### src/rtl/spi_config_master.sv
// SPI mode-0 initiator streaming a byte_count-byte frame; MISO capture only with SPI_MISO_CAPTURE_EN defined.
// Latency: SS/busy one cycle after start, SCLK half-period clk_div+1 cycles, done one half-period after the tail clocks.
// Backpressure: tx_ready only in LOAD; an empty tx stream parks the bus with SS low and SCLK low.
module spi_config_master #(
    parameter int CNT_W     = 10,
    parameter int TAIL_CLKS = 2
) (
    input  logic             system_clock,
    input  logic             reset,
    input  logic             start,
    input  logic [CNT_W-1:0] byte_count,
    input  logic [7:0]       clk_div,
    input  logic [7:0]       tx_data,
    input  logic             tx_valid,
    output logic             tx_ready,
    output logic [7:0]       rx_data,
    output logic             rx_valid,
    output logic             busy,
    output logic             done,
    output logic             SCLK,
    output logic             MOSI,
    output logic             SS,
    input  logic             MISO
);
    typedef enum logic [2:0] {IDLE, LOAD, LOW, HIGH, TAIL, HOLD} state_t;

    localparam int            TW        = $clog2(TAIL_CLKS + 1) + 1;
    localparam logic [TW-1:0] TAIL_LAST = TW'(TAIL_CLKS - 1);

    state_t           state;
    logic [7:0]       div_lat;
    logic [7:0]       div_cnt;
    logic [7:0]       tx_shift;
    logic [CNT_W-1:0] bytes_left;
    logic [2:0]       bit_cnt;
    logic [TW-1:0]    tail_cnt;
    logic             tick;

    assign tick = (div_cnt == 8'd0);

    always_ff @(posedge system_clock) begin
        if (reset) begin
            state      <= IDLE;
            SS         <= 1'b1;
            SCLK       <= 1'b0;
            MOSI       <= 1'b0;
            tx_ready   <= 1'b0;
            busy       <= 1'b0;
            done       <= 1'b0;
            div_lat    <= 8'd0;
            div_cnt    <= 8'd0;
            tx_shift   <= 8'd0;
            bytes_left <= '0;
            bit_cnt    <= 3'd0;
            tail_cnt   <= '0;
        end else begin
            done <= 1'b0;
            if (state inside {LOW, HIGH, TAIL, HOLD})
                div_cnt <= tick ? div_lat : div_cnt - 8'd1;
            case (state)
                IDLE: if (start) begin
                    if (byte_count != '0) begin
                        bytes_left <= byte_count;
                        div_lat    <= clk_div;
                        SS         <= 1'b0;
                        busy       <= 1'b1;
                        tx_ready   <= 1'b1;
                        state      <= LOAD;
                    end else begin
                        done <= 1'b1;
                    end
                end
                LOAD: if (tx_valid && tx_ready) begin
                    tx_shift <= tx_data;
                    MOSI     <= tx_data[7];
                    bit_cnt  <= 3'd0;
                    tx_ready <= 1'b0;
                    div_cnt  <= div_lat;
                    state    <= LOW;
                end
                LOW: if (tick) begin
                    SCLK  <= 1'b1;
                    state <= HIGH;
                end
                HIGH: if (tick) begin
                    SCLK <= 1'b0;
                    if (bit_cnt != 3'd7) begin
                        MOSI     <= tx_shift[6];
                        tx_shift <= {tx_shift[6:0], 1'b0};
                        bit_cnt  <= bit_cnt + 3'd1;
                        state    <= LOW;
                    end else begin
                        bytes_left <= bytes_left - CNT_W'(1);
                        if (bytes_left != CNT_W'(1)) begin
                            tx_ready <= 1'b1;
                            state    <= LOAD;
                        end else begin
                            MOSI     <= 1'b0;
                            tail_cnt <= '0;
                            state    <= (TAIL_CLKS > 0) ? TAIL : HOLD;
                        end
                    end
                end
                // Tail clocks flush the slave's MOSI synchronizer; a period ends on its falling edge.
                TAIL: if (tick) begin
                    SCLK <= ~SCLK;
                    if (SCLK) begin
                        tail_cnt <= tail_cnt + TW'(1);
                        if (tail_cnt == TAIL_LAST)
                            state <= HOLD;
                    end
                end
                HOLD: if (tick) begin
                    SS    <= 1'b1;
                    busy  <= 1'b0;
                    done  <= 1'b1;
                    state <= IDLE;
                end
                default: state <= IDLE;
            endcase
        end
    end

`ifdef SPI_MISO_CAPTURE_EN
    logic       miso_meta;
    logic       miso_sync;
    logic [7:0] rx_shift;

    always_ff @(posedge system_clock) begin
        if (reset) begin
            miso_meta <= 1'b0;
            miso_sync <= 1'b0;
            rx_shift  <= 8'd0;
            rx_data   <= 8'd0;
            rx_valid  <= 1'b0;
        end else begin
            miso_meta <= MISO;
            miso_sync <= miso_meta;
            rx_valid  <= 1'b0;
            if (state == LOW && tick)
                rx_shift <= {rx_shift[6:0], miso_sync};
            if (state == HIGH && tick && bit_cnt == 3'd7) begin
                rx_valid <= 1'b1;
                rx_data  <= rx_shift;
            end
        end
    end
`else
    logic unused_miso;
    assign unused_miso = MISO;
    assign rx_data     = 8'd0;
    assign rx_valid    = 1'b0;
`endif

endmodule

### config.mk
export PLATFORM = sky130hd
export DESIGN_NAME = spi_config_master
export DESIGN_NICKNAME = d
export VERILOG_FILES = /design/src/rtl/spi_config_master.sv
export SDC_FILE = /design/constraint.sdc
export NUM_CORES = 1
export LEC_CHECK = 0
export ABC_AREA = 0
export BUFFER_PORTS_ARGS = -buffer_cell sky130_fd_sc_hd__buf_2
export CORE_ASPECT_RATIO = 1.25
export CORE_MARGIN = 8
export CORE_UTILIZATION = 52
export CTS_CLUSTER_SIZE = 8
export DETAILED_ROUTE_END_ITERATION = 10
export HOLD_SLACK_MARGIN = 0.03
export PLACE_DENSITY = 0.75
export SYNTH_ARGS = -nofsm -noshare
export SYNTH_HDL_FRONTEND = slang
export SYNTH_SLANG_ARGS = --single-unit
### constraint.sdc
create_clock -name system_clock -period 2.2 [get_ports system_clock]
set_input_delay 0 -clock system_clock [delete_from_list [all_inputs] [get_ports system_clock]]
set_output_delay 0 -clock system_clock [all_outputs]
set_load 0.1 [all_outputs]
# After elaboration in Yosys (flattened, before gate mapping)
# Cells that the tools add are included.
# word_totals
reg_bits	48
input_bits	31
# op_classes
add_sub_neg	4
n_eq_ne	22
mux	59
n_bitwise	1
reduce_logical	20
# op_table
cell	n
$mux W3	19
$mux W10	4
$mux W8	4
$mux W7	3
$ne A2 B2 Y1 const B	10
$pmux W10 S2	1
$mux W1	18
$pmux W3 S6	1
$reduce_and A4 Y1	4
$pmux W7 S2	1
$pmux W3 S2	2
$ne A10 B1 Y1 const B	1
$reduce_bool A10 Y1	1
$sub A10 B1 Y10 const B	1
$reduce_and A9 Y1	1
$logic_not A8 Y1	1
$pmux W1 S2	4
$reduce_bool A2 Y1	4
$sub A8 B1 Y8 const B	1
$reduce_and A7 Y1	1
$add A3 B1 Y3 const B	2
$eq A3 B1 Y1 const B	2
$eq A3 B2 Y1 const B	2
$eq A3 B3 Y1 const B	2
11 further kinds	16

# Longest topological paths before layout
# Gate-level depths: netlist of run 1.
# logic_depth
depth_word	5
mapped_depth	8

# Worst setup path before layout of run 1
# No wires, ideal clock.
# synth_path
kind	reg-to-reg
startpoint	register tx_ready
endpoint	register MOSI
arrival_ns	2.101
setup_slack_ns	0.038
stages_incl_launch_ff	7
cell_sequence	dfxtp_1 -> nand2_1 -> nor3_1 -> buf_2 -> o22ai_1 -> nor3_1 -> a31o_1
# synth_between
elab_chain_len	3
# synth_rtl
item	line	source
from (decl)	15	output logic tx_ready,
from (signal assigned)	47	tx_ready <= 1'b0;
from (signal assigned)	67	tx_ready <= 1'b1;
from (signal assigned)	77	tx_ready <= 1'b0;
$logic_and A1 B1 Y1	73	LOAD: if (tx_valid && tx_ready) begin
$ne A2 B2 Y1 (no line)	-	
$reduce_and A4 Y1 (no line)	-	
to (signal assigned)	75	MOSI <= tx_data[7];
to (signal assigned)	88	MOSI <= tx_shift[6];
to (decl)	21	output logic MOSI,
# Every way passes these cells.
# A chain may end at the register's enable or synchronous reset.

# Worst setup path after layout of run 1
# layout_path
startpoint	register state[0]
endpoint	register div_lat[3]
# layout_between
elab_chain_len	2
# layout_rtl
item	line	source
from (decl)	30	state_t state;
from (signal assigned)	100	state <= (TAIL_CLKS > 0) ? TAIL : HOLD;
$logic_not A3 Y1	60	case (state)
$reduce_and A3 Y1 (no line)	-	
to (signal assigned)	64	div_lat <= clk_div;
to (decl)	31	logic [7:0] div_lat;
# Every way passes these cells.

==> flow_metrics.tcl, run 1 <==
set metrics [dict create \
    clkSlewWorstSetupHoldPaths_ns 0.10 \
    synth.distinct_cells 73 \
    insertedDiodeCount 0 \
    start_kind "flip-flop" \
    antenna_violating_nets_post_route 0 \
    place.gp.congestion 0.882 \
    cp_slowest_cell "or4b_1" \
    power_switching_share 0.462 \
    antenna_found_initial 0 \
    floorplan.io_pins 46 \
    wire_per_inst_um 16.0 \
    dominantRegCellSynth "dfxtp_1" \
    finalHoldViolCount 0 \
    cts-buffers-inserted 5 \
    die_w_um 82.2 \
    combinationalPowerShare 0.528 \
    die-height_um 98.7 \
    critical_path.n_buffers_inverters 1 \
    grt_max_degree 47 \
    power.ir.vdd_worst_mv 0.718 \
    power-per-cell-area_nw_per_um2 1140 \
    insertion_delay_ns 0.31 \
    cell_row_count 30 \
    unrepaired_setup_endpoints_after_global_routing "no" \
    placement.io_buffers 35 \
    grt_remaining_overflow 0 \
    drv_cap 0 \
    r2r_slack_ns 0.1 \
    synth-edff-count 0 \
    detailedRoute.firstIterationViolations 242 \
    hp-class "input pin to flip-flop" \
    tritoncts "yes" \
    grt_first_pass_wirelength_um 12100 \
    p_int_mw 2.08 \
    static-leakage-power_nw 1.30 \
    worst_clock_skew_ns 0.00738 \
    synth.ff_latch_count 48 \
    timing_worst_slew_pin_value_ns 0.556 \
    clk_path_buf_depth 2 \
    maximum_achievable_frequency_ghz 0.476 \
    via_count 2681 \
    synthesis.area_um2 2850 \
    path_delay_family "simple AND/OR/NAND/NOR gates" \
    worst_ep_required_time_ns 2.39 \
    route.final.wire_length_um 7250 \
    netlist_instances 331 \
    fillerInstances 482 \
    slew_headroom 0.626 \
    firstDrtPassIters 4 \
    postSynth.asyncResetShare 0 \
    seq_area_frac_synth 0.338 \
    synth.avg_cell_area_um2 8.60 \
    cts_htree_levels 2 \
    worstPathMaxFanout 11 \
    initial_utilization 0.530 \
    fp.dieArea_um2 8110 \
    final-max-slew-violation-count 0 \
    synth-warning-count 0 \
    post_dp_cell_area_um2 3070 \
    seq_power_share 0.326 \
    core_area_um2 5370 \
    run_status "finished, final reports clean" \
    post-layout-total-power_mw 3.87 \
    final_net_count 427 \
    grt_use_total 0.182 \
    worst_ep_arrival_time_ns 2.29 \
    post-route-period-util 0.955 \
    critical_path_cell_by_cell "or4b_1 > a31oi_2 > buf_4 > mux2i_1 > nor2_1" \
    detail_route.vias_per_cell 5.91 \
    cp-end-kind "flip-flop" \
    critPathKind "flip-flop to flip-flop" \
    drc 0 \
    finalInstanceArea_um2 3380 \
    first_global_vias 2608 \
    period_minus_slack_ns 2.10 \
    syn_to_final_growth_pct 19.0 \
    clkSinkCount 48 \
    cts.root.buffer_cell "clkbuf_8" \
    timing.final.setup_violations 0 \
    final_util 0.631 \
    place.detailed.hpwl_um 4990 \
    post_route_cells_drive_above_1_share 0.241 \
    netSwitchingPower_mw 1.79 \
    highest_cell_delay_on_the_worst_timing_path_ns 0.61 \
    finalSetupTns_ns 0 \
    share_clk_of_total_power 0.146 \
]
==> tightest hold or removal path: cells and delay by family <==
kind	cells	cell delay, ns
buffers and inverters	1	0.08
AOI/OAI and AO/OA	2	0.16
and+or+nand+nor	1	0.12
==> registers in the layout, indices dropped and copies added (netlist names), 3 cells and up <==
signal / flops
bit_cnt: 3
bytes_left: 10
div_cnt: 8
div_lat: 8
state: 3
tail_cnt: 3
tx_shift: 7
==> Yosys cell counts (3+ instances only) <==
cell type	count	area, um2
or3_1	4	25.0
nand3_1	10	50.1
nand2_1	23	86.3
o21a_1	3	22.5
mux2i_1	10	100
nor3_1	13	65.1
a311oi_2	4	60.1
a31o_1	3	26.3
o22ai_1	3	18.8
or2_0	5	31.3
nor4_1	5	31.3
a311oi_1	3	26.3
nand2b_1	3	18.8
xnor2_1	3	26.3
a221oi_1	3	26.3
inv_1	10	37.5
clkbuf_1	8	30.0
nor2_1	41	154
buf_2	6	30.0
a21oi_1	26	130
nor2_2	4	25.0
o21ai_0	5	25.0
o21ai_1	7	35.0
buf_4	10	75.1
dfxtp_1	48	961
ha_1	7	87.6
a22oi_1	8	60.1
==> final timing paths <==
| kind | start | depth (start not counted) | end |
|---|---|---|---|
| setup reg to reg | state[0] | 5 | div_lat[3] |
| setup / recovery | state[0] | 5 | div_lat[3] |
| hold / removal | tx_data[7] | 4 | MOSI |
| hold reg to reg | tx_shift[0] | 2 | tx_shift[1] |
==> power groups by stage <==
stage          Sequential [mW]  Clock (mW)  Combinational (mW)
6_report                  1.26       0.564                2.04
5_1_grt                   1.29       0.612                2.22
4_1_cts                   1.25       0.576                1.93
3_5_place_dp              1.27           0                1.90
3_3_place_gp              1.26           0                1.86
2_1_floorplan             1.41           0                1.37
==> repair_timing <==
item	4_1_cts	5_1_grt
buffers inserted	0	4
hold endpoints to repair	16	0
setup endpoints to repair	0	7
hold buffers	16	0
gates resized for setup	0	3
==> area by class of cell <==
class / instances / area, um2 / area share
clock buffers: 5 / 68.8 / 0.0203
clock inverters: 3 / 26.3 / 0.00776
inverters: 11 / 41.3 / 0.0122
multi-input cells: 253 / 1720 / 0.507
flip-flops and latches: 48 / 962 / 0.284
well taps: 64 / 80.1 / 0.0237
repair buffers: 70 / 490 / 0.145
==> cell usage in the layout (no fill, tap or decap), types with 4 or more instances in the layout <==
master and instances:
a21oi_1 25, a22oi_1 8, a311oi_2 4, buf_2 35, buf_4 18, clkbuf_8 5
conb_1 9, dfxtp_1 47, dlygate4sd3_1 16, ha_1 7, inv_1 10, mux2i_1 10
nand2_1 23, nand3_1 10, nor2_1 41, nor2_2 4, nor3_1 13, nor4_1 5
o21ai_0 5, o21ai_1 7, or2_0 5, or3_1 4
==> metrics by stage <==
| stage | instances | hold WS, ns | worst slack [ns] |
|---|---|---|---|
| 2_1_floorplan | 339 | 0.147 | 0.0383 |
| 3_3_place_gp | 425 | 0.234 | 0.185 |
| 3_5_place_dp | 425 | 0.244 | 0.130 |
| 4_1_cts | 449 | 0.0773 | 0.0974 |
| 5_1_grt | 454 | 0.101 | 0.000552 |
| 6_report | 454 | 0.0814 | 0.0985 |
==> cells by family (layout without fill, tap and decap cells) <==
logic type	after synthesis	in the layout	share of synthesized area
AOI/OAI and AO/OA	90	91	0.245
adders and majority gates	7	7	0.0308
xor gates and xnor gates	5	5	0.0180
other	1	9	0.00132
muxes	10	10	0.0352
buffers and inverters	39	89	0.0783
DFF	48	48	0.338
and+or+nand+nor	131	131	0.254
==> routing by layer <==
| layer | vias up | wire length (um) | global-route usage |
|---|---|---|---|
| met1 | 1265 | 3000 | 0.218 |
| met2 | 82 | 3690 | 0.305 |
| met3 | 13 | 387 | 0.0301 |
| li1 | 1321 | - | - |
| met4 | 0 | 164 | 0.0786 |
| met5 | - | 0 | 0 |
Power figures use the tool's default switching activity.
==> run 2, diff against run 1 <==
Settings changed: CORE_MARGIN 8 to 5.
Clock period 2.2 ns to 2.3 ns, I/O delays scaled along.
==> run 2 against run 1 <==
Register-to-register slack better by 0.03 ns. Total power is 6.1% lower. Via count is 4.2% lower. Non-clock buffer count is 7 lower. Die area is 13% lower. Clock skew is 0.00082 ns lower. Combinational power is 9.8% lower. Largest cell class unchanged.
==> flow_metrics.tcl, run 2 (synthesis gave the netlist of run 1 again) <==
set metrics [dict create \
    hold_slack_ns 0.0846 \
    clk_path_buf_depth 2 \
    floorplan.io_pins 46 \
    timing.final.setup_violations 0 \
    grt_max_degree 47 \
    path_delay_family "compound AO/OA/AOI/OAI gates" \
    critPathKind "flip-flop to flip-flop" \
    detail_route.vias_per_cell 5.76 \
    worst_clock_skew_ns 0.00656 \
    maximum_achievable_frequency_ghz 0.461 \
    cp_slowest_cell "or4b_4" \
    worst_ep_required_time_ns 2.54 \
    run_status "finished, final reports clean" \
    detailedRoute.firstIterationViolations 155 \
    post-cts-setup-buffer-count 0 \
    route.final.wire_length_um 6590 \
    largest_reg_flops 10 \
    highest_cell_delay_on_the_worst_timing_path_ns 0.55 \
    topRoutingLayerUsed "met4" \
    met3RoutedLength_um 279 \
    fp.dieArea_um2 7060 \
    post_route_cells_drive_above_1_share 0.217 \
    unrepaired_setup_endpoints_after_global_routing "no" \
    hp-class "input pin to flip-flop" \
    insertedDiodeCount 0 \
    initial_utilization 0.530 \
    grt_first_pass_wirelength_um 11300 \
    registers.top_by_ff_count "bytes_left" \
    cell_row_count 30 \
    final-max-slew-violation-count 0 \
    layoutNonFillerInstCount 446 \
    worst_ep_arrival_time_ns 2.41 \
    critical_path_cell_by_cell "inv_1 > ha_1 > or4b_4 > nor2_4 > a31oi_4 > a211o_1 > a21oi_2" \
    slew_headroom 0.566 \
    die-height_um 92.7 \
    finalSetupTns_ns 0 \
    start_kind "flip-flop" \
    power-per-cell-area_nw_per_um2 1090 \
    insertion_delay_ns 0.30 \
    post-layout-total-power_mw 3.63 \
    met1Wirelength_um 2810 \
    finalHoldViolCount 0 \
    syn_to_final_growth_pct 16.7 \
    placement.io_buffers 35 \
    cts.root.buffer_cell "clkbuf_8" \
    core_area_um2 5370 \
    timing_worst_slew_pin_value_ns 0.646 \
    drc 0 \
    place.detailed.hpwl_um 4600 \
    antenna_found_initial 0 \
    place.gp.congestion 0.853 \
    dr_wl_met2_um 3410 \
    worstHoldPathCells 3 \
    dpl.cell_count 422 \
    drv_cap 0 \
    biggestRegsByFlops "bytes_left (10), div_cnt (8), div_lat (8)" \
    worst-path-stages 7 \
    wire_per_inst_um 14.8 \
    critical_path.n_buffers_inverters 1 \
    grt_remaining_overflow 0 \
    resize_count_post_cts 0 \
    cts_htree_levels 2 \
    final_util 0.618 \
    final_net_count 419 \
    firstDrtPassIters 4 \
    post-route-period-util 0.943 \
    worstPathMaxFanout 19 \
    final_common_cell "dfxtp_1" \
    tritoncts "yes" \
    via_count 2568 \
    cts-buffers-inserted 5 \
    worst-r2r-cell-count 7 \
    grt_use_total 0.191 \
    cp-end-kind "flip-flop" \
    antenna_violating_nets_post_route 0 \
    period_minus_slack_ns 2.17 \
    die_w_um 76.2 \
    power.ir.vdd_worst_mv 0.578 \
    mostFrequentLayoutCells "dfxtp_1, nor2_1, buf_2, a21oi_1, nand2_1" \
    clkSinkCount 48 \
    clkSlewWorstSetupHoldPaths_ns 0.09 \
    first_global_vias 2479 \
    static-leakage-power_nw 1.27 \
]
==> run 2: cell count changes in the layout (fill, tap and decap cells not counted), sizes merged <==
cell,change
a31oi,-1
buf,-7
inv,-2
bufinv,+1
clkbuf,+1
==> run 2: layout make-up <==
cell class	instances	area (um2)
Multi-Input combinational cell	252	1690
Fill cell	487	2050
Timing Repair Buffer	63	438
Tap cell	64	80.1
Clock buffer	6	72.6
Clock inverter	2	35.0
Inverter	11	41.3
Sequential cell	48	961
==> run 2: tightest hold or removal path: stages <==
cell and delay (ns):
buf_2 0.09, a22oi_1 0.09, o31ai_2 0.18
==> run 2: path summary, 6_finish.rpt <==
check,from,end,slack [ns]
worst min-delay path,byte_count[8],bytes_left[8],0.08
worst min register to register,bytes_left[7],bytes_left[7],0.48
worst max register to register,div_cnt[0],bytes_left[1],0.13
worst max-delay path,div_cnt[0],bytes_left[1],0.13
==> run 2: per-stage QoR <==
step                      instance area, um2  setup slack, ns
after detailed placement                3050            0.164
final                                   3320            0.131
after global routing                    3320           0.0150
after CTS                               3320            0.130
after global placement                  3050            0.196
after floorplan                         2880            0.138
==> run 2: repair_timing <==
item	CTS	global route
hold buffers	16	0
hold endpoints to repair	16	0
endpoints found under the setup margin	0	0
==> run 2: layer usage <==
layer  vias to the layer above  GRT usage
met5                         -          0
met4                         0     0.0641
met2                        53      0.339
li1                       1297          -
met3                         6     0.0340
met1                      1212      0.232
==> run 2: report_power, final <==
part | total, mW | internal [mW] | switching, mW | leakage (nW)
clock network | 0.600 | 0.323 | 0.277 | 0.0552
registers | 1.19 | 1.00 | 0.190 | 0.392
logic | 1.84 | 0.707 | 1.13 | 0.827
